==> config.mk <==
export PLATFORM = sky130hd
export DESIGN_NAME = packet_arbiter
export DESIGN_NICKNAME = d
export VERILOG_FILES = /design/src/rtl/packet_arbiter.sv
export SDC_FILE = /design/constraint.sdc
export NUM_CORES = 1
export LEC_CHECK = 0
export ABC_AREA = 1
export BUFFER_PORTS_ARGS = -buffer_cell sky130_fd_sc_hd__buf_2
export CORE_MARGIN = 2
export CORE_UTILIZATION = 30
export DETAILED_ROUTE_END_ITERATION = 10
export PLACE_DENSITY_LB_ADDON = 0.15
export SLEW_MARGIN = 30
export SYNTH_ARGS = -nofsm -noshare
export SYNTH_HDL_FRONTEND = slang
export SYNTH_SLANG_ARGS = --single-unit
export TNS_END_PERCENT = 20
==> constraint.sdc <==
create_clock -name clk -period 3.05 [get_ports clk]
set_clock_uncertainty 0.15 [all_clocks]
set_input_delay 0.4575 -clock clk [delete_from_list [all_inputs] [get_ports clk]]
set_output_delay 0.4575 -clock clk [all_outputs]
set_load 0.01 [all_outputs]
==> src/rtl/packet_arbiter.sv <==
// Four-port round-robin packet arbiter: a one-deep slot per input port feeding a
// single registered output stage, plus a saturating count of error responses.

module packet_arbiter_slot #(
    parameter int PKT_W = 36
) (
    input  logic             clk,
    input  logic             rst_n,
    input  logic             load_i,
    input  logic             clear_i,
    input  logic [PKT_W-1:0] pkt_i,
    output logic             full_o,
    output logic [PKT_W-1:0] pkt_o
);
    logic             full_q, full_d;
    logic [PKT_W-1:0] pkt_q, pkt_d;

    // load only happens when empty and clear only when full, so they never collide
    always_comb begin
        full_d = full_q;
        pkt_d  = pkt_q;
        if (clear_i) full_d = 1'b0;
        if (load_i) begin
            full_d = 1'b1;
            pkt_d  = pkt_i;
        end
    end

    always_ff @(posedge clk or negedge rst_n) begin
        if (!rst_n) begin
            full_q <= 1'b0;
            pkt_q  <= '0;
        end else begin
            full_q <= full_d;
            pkt_q  <= pkt_d;
        end
    end

    assign full_o = full_q;
    assign pkt_o  = pkt_q;
endmodule

module packet_arbiter #(
    parameter int PKT_W = 36
) (
    input  logic             clk,
    input  logic             rst_n,
    input  logic [3:0]       in_valid,
    input  logic [PKT_W-1:0] in_pkt_port1,
    input  logic [PKT_W-1:0] in_pkt_port2,
    input  logic [PKT_W-1:0] in_pkt_port3,
    input  logic [PKT_W-1:0] in_pkt_port4,
    output logic [3:0]       in_ready,
    input  logic             out_ready,
    output logic             out_valid,
    output logic [PKT_W-1:0] out_pkt,
    output logic [1:0]       out_src,
    output logic [7:0]       err_cnt
);
    localparam int NUM_PORTS = 4;
    localparam int RESP_LO   = 32;

    typedef enum logic {IDLE = 1'b0, SEND = 1'b1} state_e;

    state_e                          state_q, state_d;
    logic [NUM_PORTS-1:0][PKT_W-1:0] in_pkt, slot_pkt;
    logic [NUM_PORTS-1:0]            slot_full, slot_load, slot_clear;
    logic [1:0]                      last_grant_q, last_grant_d;
    logic [1:0]                      grant_idx, cand;
    logic                            grant_vld, out_free;
    logic [PKT_W-1:0]                out_pkt_q, out_pkt_d;
    logic [1:0]                      out_src_q, out_src_d;
    logic [7:0]                      err_cnt_q, err_cnt_d;

    assign in_pkt    = {in_pkt_port4, in_pkt_port3, in_pkt_port2, in_pkt_port1};
    assign in_ready  = ~slot_full;
    assign slot_load = in_valid & ~slot_full;

    for (genvar i = 0; i < NUM_PORTS; i++) begin : g_slot
        packet_arbiter_slot #(.PKT_W(PKT_W)) u_slot (
            .clk     (clk),
            .rst_n   (rst_n),
            .load_i  (slot_load[i]),
            .clear_i (slot_clear[i]),
            .pkt_i   (in_pkt[i]),
            .full_o  (slot_full[i]),
            .pkt_o   (slot_pkt[i])
        );
    end

    // Search starts one past the previous winner and wraps; first full slot wins.
    always_comb begin
        grant_vld = 1'b0;
        grant_idx = last_grant_q;
        cand      = '0;
        for (int k = 1; k <= NUM_PORTS; k++) begin
            cand = last_grant_q + 2'(k);
            if (!grant_vld && slot_full[cand]) begin
                grant_vld = 1'b1;
                grant_idx = cand;
            end
        end
    end

    assign out_free = (state_q == IDLE) || out_ready;

    always_comb begin
        state_d      = state_q;
        out_pkt_d    = out_pkt_q;
        out_src_d    = out_src_q;
        last_grant_d = last_grant_q;
        err_cnt_d    = err_cnt_q;
        slot_clear   = '0;
        if (out_free) begin
            if (grant_vld) begin
                state_d               = SEND;
                out_pkt_d             = slot_pkt[grant_idx];
                out_src_d             = grant_idx;
                last_grant_d          = grant_idx;
                slot_clear[grant_idx] = 1'b1;
                if (slot_pkt[grant_idx][RESP_LO+1:RESP_LO] != 2'b00 && err_cnt_q != 8'hFF)
                    err_cnt_d = err_cnt_q + 8'd1;
            end else begin
                state_d = IDLE;
            end
        end
    end

    // last_grant resets to port4 so port1 is searched first
    always_ff @(posedge clk or negedge rst_n) begin
        if (!rst_n) begin
            state_q      <= IDLE;
            out_pkt_q    <= '0;
            out_src_q    <= '0;
            last_grant_q <= 2'd3;
            err_cnt_q    <= '0;
        end else begin
            state_q      <= state_d;
            out_pkt_q    <= out_pkt_d;
            out_src_q    <= out_src_d;
            last_grant_q <= last_grant_d;
            err_cnt_q    <= err_cnt_d;
        end
    end

    assign out_valid = (state_q == SEND);
    assign out_pkt   = out_pkt_q;
    assign out_src   = out_src_q;
    assign err_cnt   = err_cnt_q;
endmodule

==> flow_metrics.py, run 1 <==
metrics = {
    "drt": {
        "drt-initial-drc-count": 299,
        "drt-pass1-iter-count": 4,
        "route.met3.wl_mm": 1.892,
        "vias": 6863,
        "drc": 0,
        "wl_per_cell_um": 17.57,
        "highest_layer": "met5",
        "wl_met1_mm": 11.32,
        "ant_nets": 0,
        "wl_met2_mm": 12.92,
        "wl_mm": 26.46,
        "drt-vias-per-instance": 4.557,
    },
    "clock_network": {
        "htreeDepth": 4,
        "post_cts_buffers": 0,
        "tritoncts": "done",
        "clkSinkCount": 197,
        "numCtsBuffers": 17,
        "clock_insertion_delay_worst_skew_ns": 0.45,
        "cts.clk_slew.worst_paths_ns": 0.09,
        "clk_path_buf_depth": 2,
        "cts_root_buf": "clkbuf_16",
    },
    "outcome": {
        "status": "finished, final reports clean",
    },
    "logic_synthesis": {
        "async_flop_share_pct": 100.0,
        "netlist.area_leader.share_pct": 54.68,
        "synth_ff_type": "dfrtp_1",
        "syn_inst": 904,
        "synth_edf_count": 0,
        "ys_top_cells_by_area": "dfrtp_1 55%, mux2_2 15%, nand2_1 12%",
        "synth_cell_types": 28,
        "syn_area_mm2": 0.008925,
        "ys_ff_latch": 197,
        "yosys_warnings": 0,
        "synth_fp_nets": 1056,
        "yosysTopAreaCell": "dfrtp_1",
        "synth_seq_area_share_pct": 55.26,
        "avgSynthCellArea_um2": 9.873,
    },
    "place": {
        "io_buffer_count": 201,
        "gp_congestion": 0.7681,
        "hpwl_mm": 18.81,
        "place_area_mm2": 0.01041,
    },
    "global_routing": {
        "globalRouteOverflowTotal": 0,
        "grt_start_max_net_pins": 75,
        "grt_pass1_vias": 6910,
        "grtUsageTotal_pct": 17.56,
        "grt_pass1_wl_mm": 40.63,
        "antenna_found_initial": 9,
    },
    "timing": {
        "max_freq_mhz": 361.0,
        "tightestPinTransition_ns": 0.8673,
        "fin_setup_tns_ns": 0,
        "setup_viol": 0,
        "rsz0062_at_grt": "no",
        "post-route-period-util_pct": 90.81,
        "timing.final.hold_violations": 0,
        "min_period_ns": 2.770,
        "slew_violations": 0,
        "relSlewSlack_pct": 41.98,
    },
    "hold_path": {
        "hold_end": "g_slot[1].u_slot.pkt_o[1]$_DFFE_PN0P_",
        "hold_class": "primary input to flop",
        "hp-start": "in_pkt_port2[1]",
        "hold_depth": 2,
    },
    "setup_path": {
        "crit_path_max_fanout": 20,
        "cp_slowest_cell": "dfstp_2",
        "arrival_ns": 3.00,
        "r2r_end": "out_pkt[20]$_DFFE_PN0P_",
        "cp-start-kind": "flop",
        "worstPathCellList": "inv_2 -> nand2_1 -> nand2_2 -> nand2_2 -> nand2_4 -> inv_4 -> nand3_4 -> nand2_4 -> inv_2 -> nor2_4 -> buf_4 -> nand2_1 -> nand2_1 -> o21ai_1 -> nand2_1",
        "endpoint_kind": "flop",
        "rr_worst_depth": 15,
        "crit_top_cell": "nand2_1",
        "crit_path_max_incr_delay_ns": 0.67,
        "crit_type": "flop to flop",
        "crit_required_ns": 3.28,
        "rrSetupSlack_ns": 0.28,
        "rr_startpoint": "last_grant_q[0]$_DFFE_PN1P_",
    },
    "floorplan": {
        "io-pin-count": 202,
        "start_util_pct": 30.27,
        "die_y_um": 176.5,
        "core-area_mm2": 0.02948,
        "die_w_um": 176.5,
        "rows": 63,
        "die_area_mm2": 0.03115,
    },
    "final_layout": {
        "drive_above_1_share_pct": 36.93,
        "area_delta_synth_final_pct": 23.86,
        "nNetsFinal": 1252,
        "fin_area_mm2": 0.01105,
    },
    "power_and_ir_drop": {
        "ir_drop_v": 0.0006681,
        "p_leak_nw": 5.518,
        "power_density_mw_per_mm2": 1410,
    },
    "flow_run": {
        "maxCapViolations": 0,
    },
}
-- state kept, by name (all words and copies together) (netlist names) --
name and count:
g_slot.u_slot.pkt_o 144, out_pkt 36, err_cnt 8, g_slot.u_slot.full_o 4
last_grant_q 2, out_src 2, out_valid 1
-- worst max-delay path by stage --
stage	cells past startpoint	startpoint	slack, ns	endpoint
2_1_floorplan	13	last_grant_q[1]$_DFFE_PN1P_	0.89	g_slot[3].u_slot.full_o$_DFFE_PN0P_
3_3_place_gp	15	last_grant_q[0]$_DFFE_PN1P_	0.26	out_pkt[27]$_DFFE_PN0P_
3_5_place_dp	15	last_grant_q[0]$_DFFE_PN1P_	0.21	out_pkt[27]$_DFFE_PN0P_
4_1_cts	15	last_grant_q[0]$_DFFE_PN1P_	0.20	out_pkt[27]$_DFFE_PN0P_
5_1_grt	16	last_grant_q[0]$_DFFE_PN1P_	0.03	out_pkt[28]$_DFFE_PN0P_
6_report	15	last_grant_q[0]$_DFFE_PN1P_	0.28	out_pkt[20]$_DFFE_PN0P_
-- layout make-up --
| cell class | instances | area, µm² |
|---|---|---|
| Fill cell | 3073 | 18430 |
| Sequential cell | 197 | 4932 |
| Multi-Input combinational cell | 623 | 3603 |
| Timing Repair Buffer | 221 | 1242 |
| Tap cell | 390 | 488.0 |
| Clock buffer | 17 | 425.4 |
| Clock inverter | 15 | 202.7 |
| Inverter | 40 | 152.6 |
| Antenna cell | 3 | 7.507 |
-- synth_stat cells (2+ instances only) --
cell type / number
nand2_2: 18
nand2_4: 6
nand2_1: 297
a21oi_1: 36
buf_4: 11
xor2_1: 6
o21ai_1: 16
nor2_1: 30
dfrtp_1: 195
nor2_4: 2
o21ai_0: 29
buf_2: 8
nand3_1: 52
clkbuf_1: 21
mux2_2: 119
inv_1: 35
nor3_1: 5
dfstp_2: 2
buf_6: 4
inv_2: 4
-- placed cells by master (no fill, tap or decap), types with 2 or more instances in the layout --
master,instances
inv_8,6
clkbuf_16,17
clkinv_8,2
nand2_4,6
o21ai_1,16
dfrtp_1,195
o21ai_0,29
bufinv_16,2
dfstp_2,2
nor3_1,5
buf_2,200
buf_12,6
a21oi_1,36
nand2_1,293
mux2_2,119
nand2_2,22
inv_6,3
xor2_1,6
diode_2,3
nand3_1,52
inv_1,35
buf_4,13
inv_2,4
nor2_4,2
nor2_1,30
-- critical path: cells and delay by family, from the launching register on --
| family | cells | cell delay [ns] |
|---|---|---|
| buffers and inverters | 4 | 0.71 |
| AOI/OAI and AO/OA | 1 | 0.05 |
| DFF | 1 | 0.67 |
| and+or+nand+nor | 10 | 1.09 |
-- power by group --
group / switching, mW / leakage (nW) / internal, mW
Combinational: 5.40 / 2.89 / 3.04
Sequential: 0.712 / 2.33 / 3.98
Clock: 1.18 / 0.306 / 1.27
Total: 7.29 / 5.52 / 8.29
-- layer usage --
layer	up-vias	GRT usage (%)
met3	33	5.556
met4	12	3.926
met5	-	0
met1	3296	21.69
li1	3355	-
met2	167	29.96
-- through the flow --
step	power, mW	setup WS [ns]	hold slack [ns]	util, %	instances
floorplan	10.71	0.8873	0.01191	-	904
global placement	13.35	0.2590	0.3118	35.31	1470
detailed placement	13.45	0.2079	0.3119	35.31	1470
CTS	15.96	0.1978	0.05733	37.47	1503
global route	17.15	0.02931	0.06295	37.47	1503
finish	15.58	0.2803	0.07782	37.50	1506
-- cells by family (layout without fill, tap and decap cells) --
group,after synthesis,in the layout,share of synthesized area [%]
AO/OA/AOI/OAI,83,83,4.851
XOR/XNOR,6,6,0.5888
adder cells (fa/ha/maj),1,1,0.1402
buffers and inverters,84,293,4.472
flip-flops,197,197,55.26
multiplexers,119,119,15.01
other,0,3,0
AND/OR/NAND/NOR,414,414,19.67
-- what timing repair did --
item / 4_1_cts / 5_1_grt
hold buffers: 1 / 0
resized for setup: 0 / 0
setup endpoints to repair: 0 / 0
endpoints found under the hold margin: 70 / 0
No activity file was read; power rests on OpenSTA's default activity.
==> run 2, diff against run 1 <==
CAP_MARGIN = 20   (was default)
PLACE_DENSITY_LB_ADDON = default   (was 0.15)
==> flow_metrics.py, run 2 (same netlist as run 1, synthesis figures left out) <==
metrics = {
    "outcome": {
        "status": "finished, final reports clean",
    },
    "power_and_ir_drop": {
        "p_leak_nw": 5.517,
        "p_int_mw": 8.315,
        "pwr-share-comb_pct": 54.2,
        "seq_power_share_pct": 30.5,
        "switching_share_pct": 46.28,
        "power_density_mw_per_mm2": 1399,
        "power.share.clock_pct": 15.3,
        "ir_drop_v": 0.0005978,
        "p_sw_mw": 7.165,
    },
    "final_layout": {
        "largest_register_ffs": 144,
        "drive_above_1_share_pct": 36.93,
        "seq_area_mm2": 0.004932,
        "nNetsFinal": 1252,
        "final_common_cell": "nand2_1",
        "area_delta_synth_final_pct": 23.95,
        "post-route-util_pct": 37.52,
        "multi_input_area_mm2": 0.003608,
        "layout_common_cells": "293 x nand2_1, 200 x buf_2, 195 x dfrtp_1",
        "fillers": 2977,
    },
    "setup_path": {
        "crit_type": "flop to flop",
        "crit_path_max_fanout": 18,
        "rr_worst_depth": 16,
        "crit_top_cell": "nand2_1",
        "r2r_end": "out_pkt[3]$_DFFE_PN0P_",
        "crit_required_ns": 3.22,
        "endpoint_kind": "flop",
        "cp_slowest_cell": "dfstp_2",
        "worstPathCellList": "inv_2 -> nand2_1 -> nand2_2 -> nand2_2 -> nand2_4 -> inv_4 -> nand2_2 -> nand2_4 -> nand2_4 -> inv_2 -> nor2_4 -> buf_4 -> nand2_1 -> nand2_1 -> o21ai_0 -> nand2_1",
        "crit_family": "simple AND/OR/NAND/NOR gates",
        "rr_startpoint": "last_grant_q[0]$_DFFE_PN1P_",
        "crit_buf_inv": 4,
        "arrival_ns": 2.96,
        "crit_start": "last_grant_q[0]$_DFFE_PN1P_",
        "cp-start-kind": "flop",
        "rrSetupSlack_ns": 0.26,
        "crit_path_max_incr_delay_ns": 0.68,
    },
    "timing": {
        "tightestPinTransition_ns": 0.6304,
        "fin_setup_tns_ns": 0,
        "slew_violations": 0,
        "max_freq_mhz": 357.8,
        "fin_ws_ns": 0.2555,
        "relSlewSlack_pct": 57.97,
        "timing.final.hold_violations": 0,
        "post-route-period-util_pct": 91.62,
        "rsz0062_at_grt": "no",
        "setup_viol": 0,
        "min_period_ns": 2.795,
    },
    "clock_network": {
        "clkSinkCount": 197,
        "numCtsBuffers": 17,
        "htreeDepth": 4,
        "clk_path_buf_depth": 2,
        "tritoncts": "done",
        "post_cts_buffers": 0,
        "clock_insertion_delay_worst_skew_ns": 0.44,
        "cts_root_buf": "clkbuf_16",
        "cts.clk_slew.worst_paths_ns": 0.08,
    },
    "floorplan": {
        "rows": 63,
        "start_util_pct": 30.27,
        "core-area_mm2": 0.02948,
        "io-pin-count": 202,
        "die_y_um": 176.5,
        "die_w_um": 176.5,
        "die_area_mm2": 0.03115,
    },
    "drt": {
        "drc": 0,
        "drt-initial-drc-count": 480,
        "wl_per_cell_um": 16.98,
        "vias": 6990,
        "ant_nets": 0,
        "drt-pass1-iter-count": 5,
        "drt-vias-per-instance": 4.632,
        "wl_mm": 25.63,
    },
    "global_routing": {
        "grt_pass1_wl_mm": 39.38,
        "globalRouteOverflowTotal": 0,
        "grt_pass1_vias": 7047,
        "grtUsageTotal_pct": 16.95,
        "antenna_found_initial": 12,
        "grt_start_max_net_pins": 71,
    },
    "place": {
        "gp_congestion": 0.9157,
        "place_ws_ns": 0.2906,
        "io_buffer_count": 201,
        "hpwl_mm": 19.07,
    },
    "hold_path": {
        "hold_end": "g_slot[1].u_slot.pkt_o[5]$_DFFE_PN0P_",
        "hold_class": "primary input to flop",
        "hp-start": "in_pkt_port2[5]",
        "hold_depth": 2,
    },
    "flow_run": {
        "maxCapViolations": 0,
    },
}
[run 2: metrics by stage]
step / instance area [µm²] / hold WS, ns / power, mW / std cells
final: 11060 / 0.08674 / 15.48 / 1509
after global routing: 11050 / 0.05881 / 16.99 / 1505
after CTS: 11040 / 0.05912 / 15.81 / 1503
after detailed placement: 10420 / 0.3112 / 13.39 / 1470
after global placement: 10420 / 0.3090 / 13.21 / 1470
after floorplan: 8925 / 0.01191 / 10.71 / 904
[run 2: repair_timing]
item	in CTS	in global routing
resized for setup	0	0
hold buffers	1	0
endpoints found under the hold margin	64	0
[run 2: worst max path at each step]
stage / slack (ns) / end / depth (start not counted)
floorplan: 0.89 / g_slot[3].u_slot.full_o$_DFFE_PN0P_ / 13
global placement: 0.34 / out_pkt[22]$_DFFE_PN0P_ / 16
detailed placement: 0.29 / out_pkt[22]$_DFFE_PN0P_ / 15
CTS: 0.27 / out_pkt[3]$_DFFE_PN0P_ / 16
global route: 0.01 / out_pkt[22]$_DFFE_PN0P_ / 15
finish: 0.26 / out_pkt[3]$_DFFE_PN0P_ / 16
[run 2: final cells by class]
cell class | count | share of cell area, %
flip-flops and latches | 197 | 44.59
multi-input cells | 623 | 32.62
repair buffers | 221 | 11.34
well taps | 390 | 4.411
clock buffers | 17 | 3.846
clock inverters | 15 | 1.674
inverters | 40 | 1.380
diodes | 6 | 0.1357
[run 2: power groups by stage]
stage	Clock (mW)	Combinational (mW)	Sequential (mW)
floorplan	0	6.07	4.64
CTS	2.44	8.64	4.74
finish	2.36	8.39	4.73
global placement	0	8.45	4.76
global route	2.54	9.56	4.89
detailed placement	0	8.61	4.78
[run 2: routing by layer]
| layer | part of all wire (%) | track usage (%) | wire [µm] | up-vias |
|---|---|---|---|---|
| li1 | - | - | - | 3349 |
| met4 | 2.3 | 5.647 | 597 | 12 |
| met5 | 0.32 | 0 | 82 | - |
| met1 | 41 | 20.16 | 10390 | 3358 |
| met2 | 48 | 28.13 | 12330 | 223 |
| met3 | 8.7 | 6.481 | 2226 | 48 |
==> run 3, diff against run 2 <==
PLACE_DENSITY_LB_ADDON = 0.12   (was default)
==> flow_metrics.py, run 3 (same netlist as run 1, synthesis figures left out) <==
metrics = {
    "outcome": {
        "status": "finished, final reports clean",
    },
    "clock_network": {
        "clkSinkCount": 197,
        "cts_root_buf": "clkbuf_16",
        "cts_resized": 0,
        "cts.clk_slew.worst_paths_ns": 0.08,
        "clock_insertion_delay_worst_skew_ns": 0.44,
        "tritoncts": "done",
        "clk_path_buf_depth": 2,
        "htreeDepth": 4,
        "numCtsBuffers": 17,
    },
    "drt": {
        "wl_mm": 26.06,
        "ant_nets": 0,
        "drt-vias-per-instance": 4.514,
        "wl_per_cell_um": 17.30,
        "drt-initial-drc-count": 322,
        "drt-pass1-iter-count": 4,
        "drc": 0,
        "vias": 6798,
    },
    "timing": {
        "min_period_ns": 2.790,
        "slew_violations": 0,
        "relSlewSlack_pct": 58.76,
        "tightestPinTransition_ns": 0.6164,
        "post-route-period-util_pct": 91.49,
        "max_freq_mhz": 358.4,
        "rsz0062_at_grt": "no",
        "timing.final.hold_violations": 0,
        "setup_viol": 0,
        "fin_setup_tns_ns": 0,
    },
    "setup_path": {
        "cp-start-kind": "flop",
        "r2r_end": "err_cnt[1]$_DFFE_PN0P_",
        "endpoint_kind": "flop",
        "crit_required_ns": 3.23,
        "crit_path_max_fanout": 23,
        "rrSetupSlack_ns": 0.26,
        "rr_worst_depth": 16,
        "arrival_ns": 2.97,
        "rr_startpoint": "last_grant_q[0]$_DFFE_PN1P_",
        "crit_type": "flop to flop",
    },
    "final_layout": {
        "seq_area_mm2": 0.004932,
        "drive_above_1_share_pct": 36.80,
        "largest_register_ffs": 144,
        "nNetsFinal": 1253,
        "final_common_cell": "nand2_1",
        "fillers": 3053,
        "multi_input_area_mm2": 0.003608,
        "layout_common_cells": "293 x nand2_1, 200 x buf_2, 195 x dfrtp_1",
        "area_delta_synth_final_pct": 23.62,
    },
    "power_and_ir_drop": {
        "p_leak_nw": 5.511,
        "total_power_mw": 15.57,
        "power_density_mw_per_mm2": 1411,
        "ir_drop_v": 0.0005310,
    },
    "hold_path": {
        "hold_end": "g_slot[1].u_slot.pkt_o[23]$_DFFE_PN0P_",
        "hp-start": "in_pkt_port2[23]",
        "hold_depth": 2,
        "hold_class": "primary input to flop",
    },
    "floorplan": {
        "rows": 63,
        "io-pin-count": 202,
        "die_area_mm2": 0.03115,
        "core-area_mm2": 0.02948,
        "die_y_um": 176.5,
        "die_w_um": 176.5,
        "start_util_pct": 30.27,
    },
    "flow_run": {
        "maxCapViolations": 0,
    },
    "place": {
        "io_buffer_count": 201,
        "hpwl_mm": 18.96,
        "gp_congestion": 0.8103,
    },
    "global_routing": {
        "grtUsageTotal_pct": 17.16,
        "grt_pass1_vias": 6994,
        "grt_start_max_net_pins": 73,
        "antenna_found_initial": 6,
        "globalRouteOverflowTotal": 0,
        "grt_pass1_wl_mm": 39.96,
    },
}
-- run 3: power by group --
group	leakage, nW	internal, mW	switching [mW]	total (mW)
Combinational	2.90	3.19	5.40	8.58
Clock	0.281	1.16	1.12	2.28
Sequential	2.33	3.98	0.725	4.71
Total	5.51	8.33	7.24	15.6
-- run 3: what timing repair did --
item                                   4_1_cts  5_1_grt
hold buffers                                 1        0
endpoints found under the hold margin       69        0
setup buffers                                0        0
-- run 3: worst max-delay path, stage by stage, from the launching register on --
cell and delay (ns):
dfstp_2 0.69, inv_2 0.18, nand2_1 0.11, nand2_2 0.08, nand2_2 0.10, nand2_4 0.08
inv_4 0.09, nand3_4 0.11, nand2_4 0.27, buf_4 0.22, nand2_1 0.06, nand3_1 0.10
nand2_2 0.09, nand2_4 0.12, nand2_4 0.09, nand2_1 0.07, nand2_1 0.05
-- run 3: final cells by class --
cell class              count  share of cell area [%]
multi-input cells         623                   32.71
inverters                  40                   1.384
clock inverters            13                   1.259
diodes                      2                 0.04536
flip-flops and latches    197                   44.70
repair buffers            222                   11.56
clock buffers              19                   3.924
well taps                 390                   4.423
-- run 3: metrics by stage --
step	std cells	cell area [µm²]	hold WS [ns]	setup slack (ns)	util [%]
after detailed placement	1471	10440	0.3104	0.2937	35.42
after global routing	1504	11030	0.07413	0.02954	37.41
after floorplan	904	8925	0.01191	0.8873	-
after global placement	1471	10440	0.3091	0.3495	35.42
final	1506	11030	0.09381	0.2597	37.42
after CTS	1504	11020	0.06549	0.2663	37.39
-- run 3: how the worst max path moves through the flow --
stage / endpoint / from / cells past startpoint
after CTS: err_cnt[1]$_DFFE_PN0P_ / last_grant_q[0]$_DFFE_PN1P_ / 16
after detailed placement: err_cnt[1]$_DFFE_PN0P_ / last_grant_q[0]$_DFFE_PN1P_ / 16
after global placement: err_cnt[1]$_DFFE_PN0P_ / last_grant_q[0]$_DFFE_PN1P_ / 16
after global routing: out_pkt[3]$_DFFE_PN0P_ / last_grant_q[0]$_DFFE_PN1P_ / 16
after floorplan: g_slot[3].u_slot.full_o$_DFFE_PN0P_ / last_grant_q[1]$_DFFE_PN1P_ / 13
final: err_cnt[1]$_DFFE_PN0P_ / last_grant_q[0]$_DFFE_PN1P_ / 16
-- run 3: metal layers --
| metal | up-vias | global-route usage (%) | part of all wire [%] |
|---|---|---|---|
| met5 | - | 0 | 0.20 |
| met2 | 163 | 30.24 | 50 |
| met3 | 23 | 4.608 | 6.1 |
| met4 | 8 | 3.960 | 1.1 |
| met1 | 3269 | 20.86 | 42 |
| li1 | 3335 | - | - |
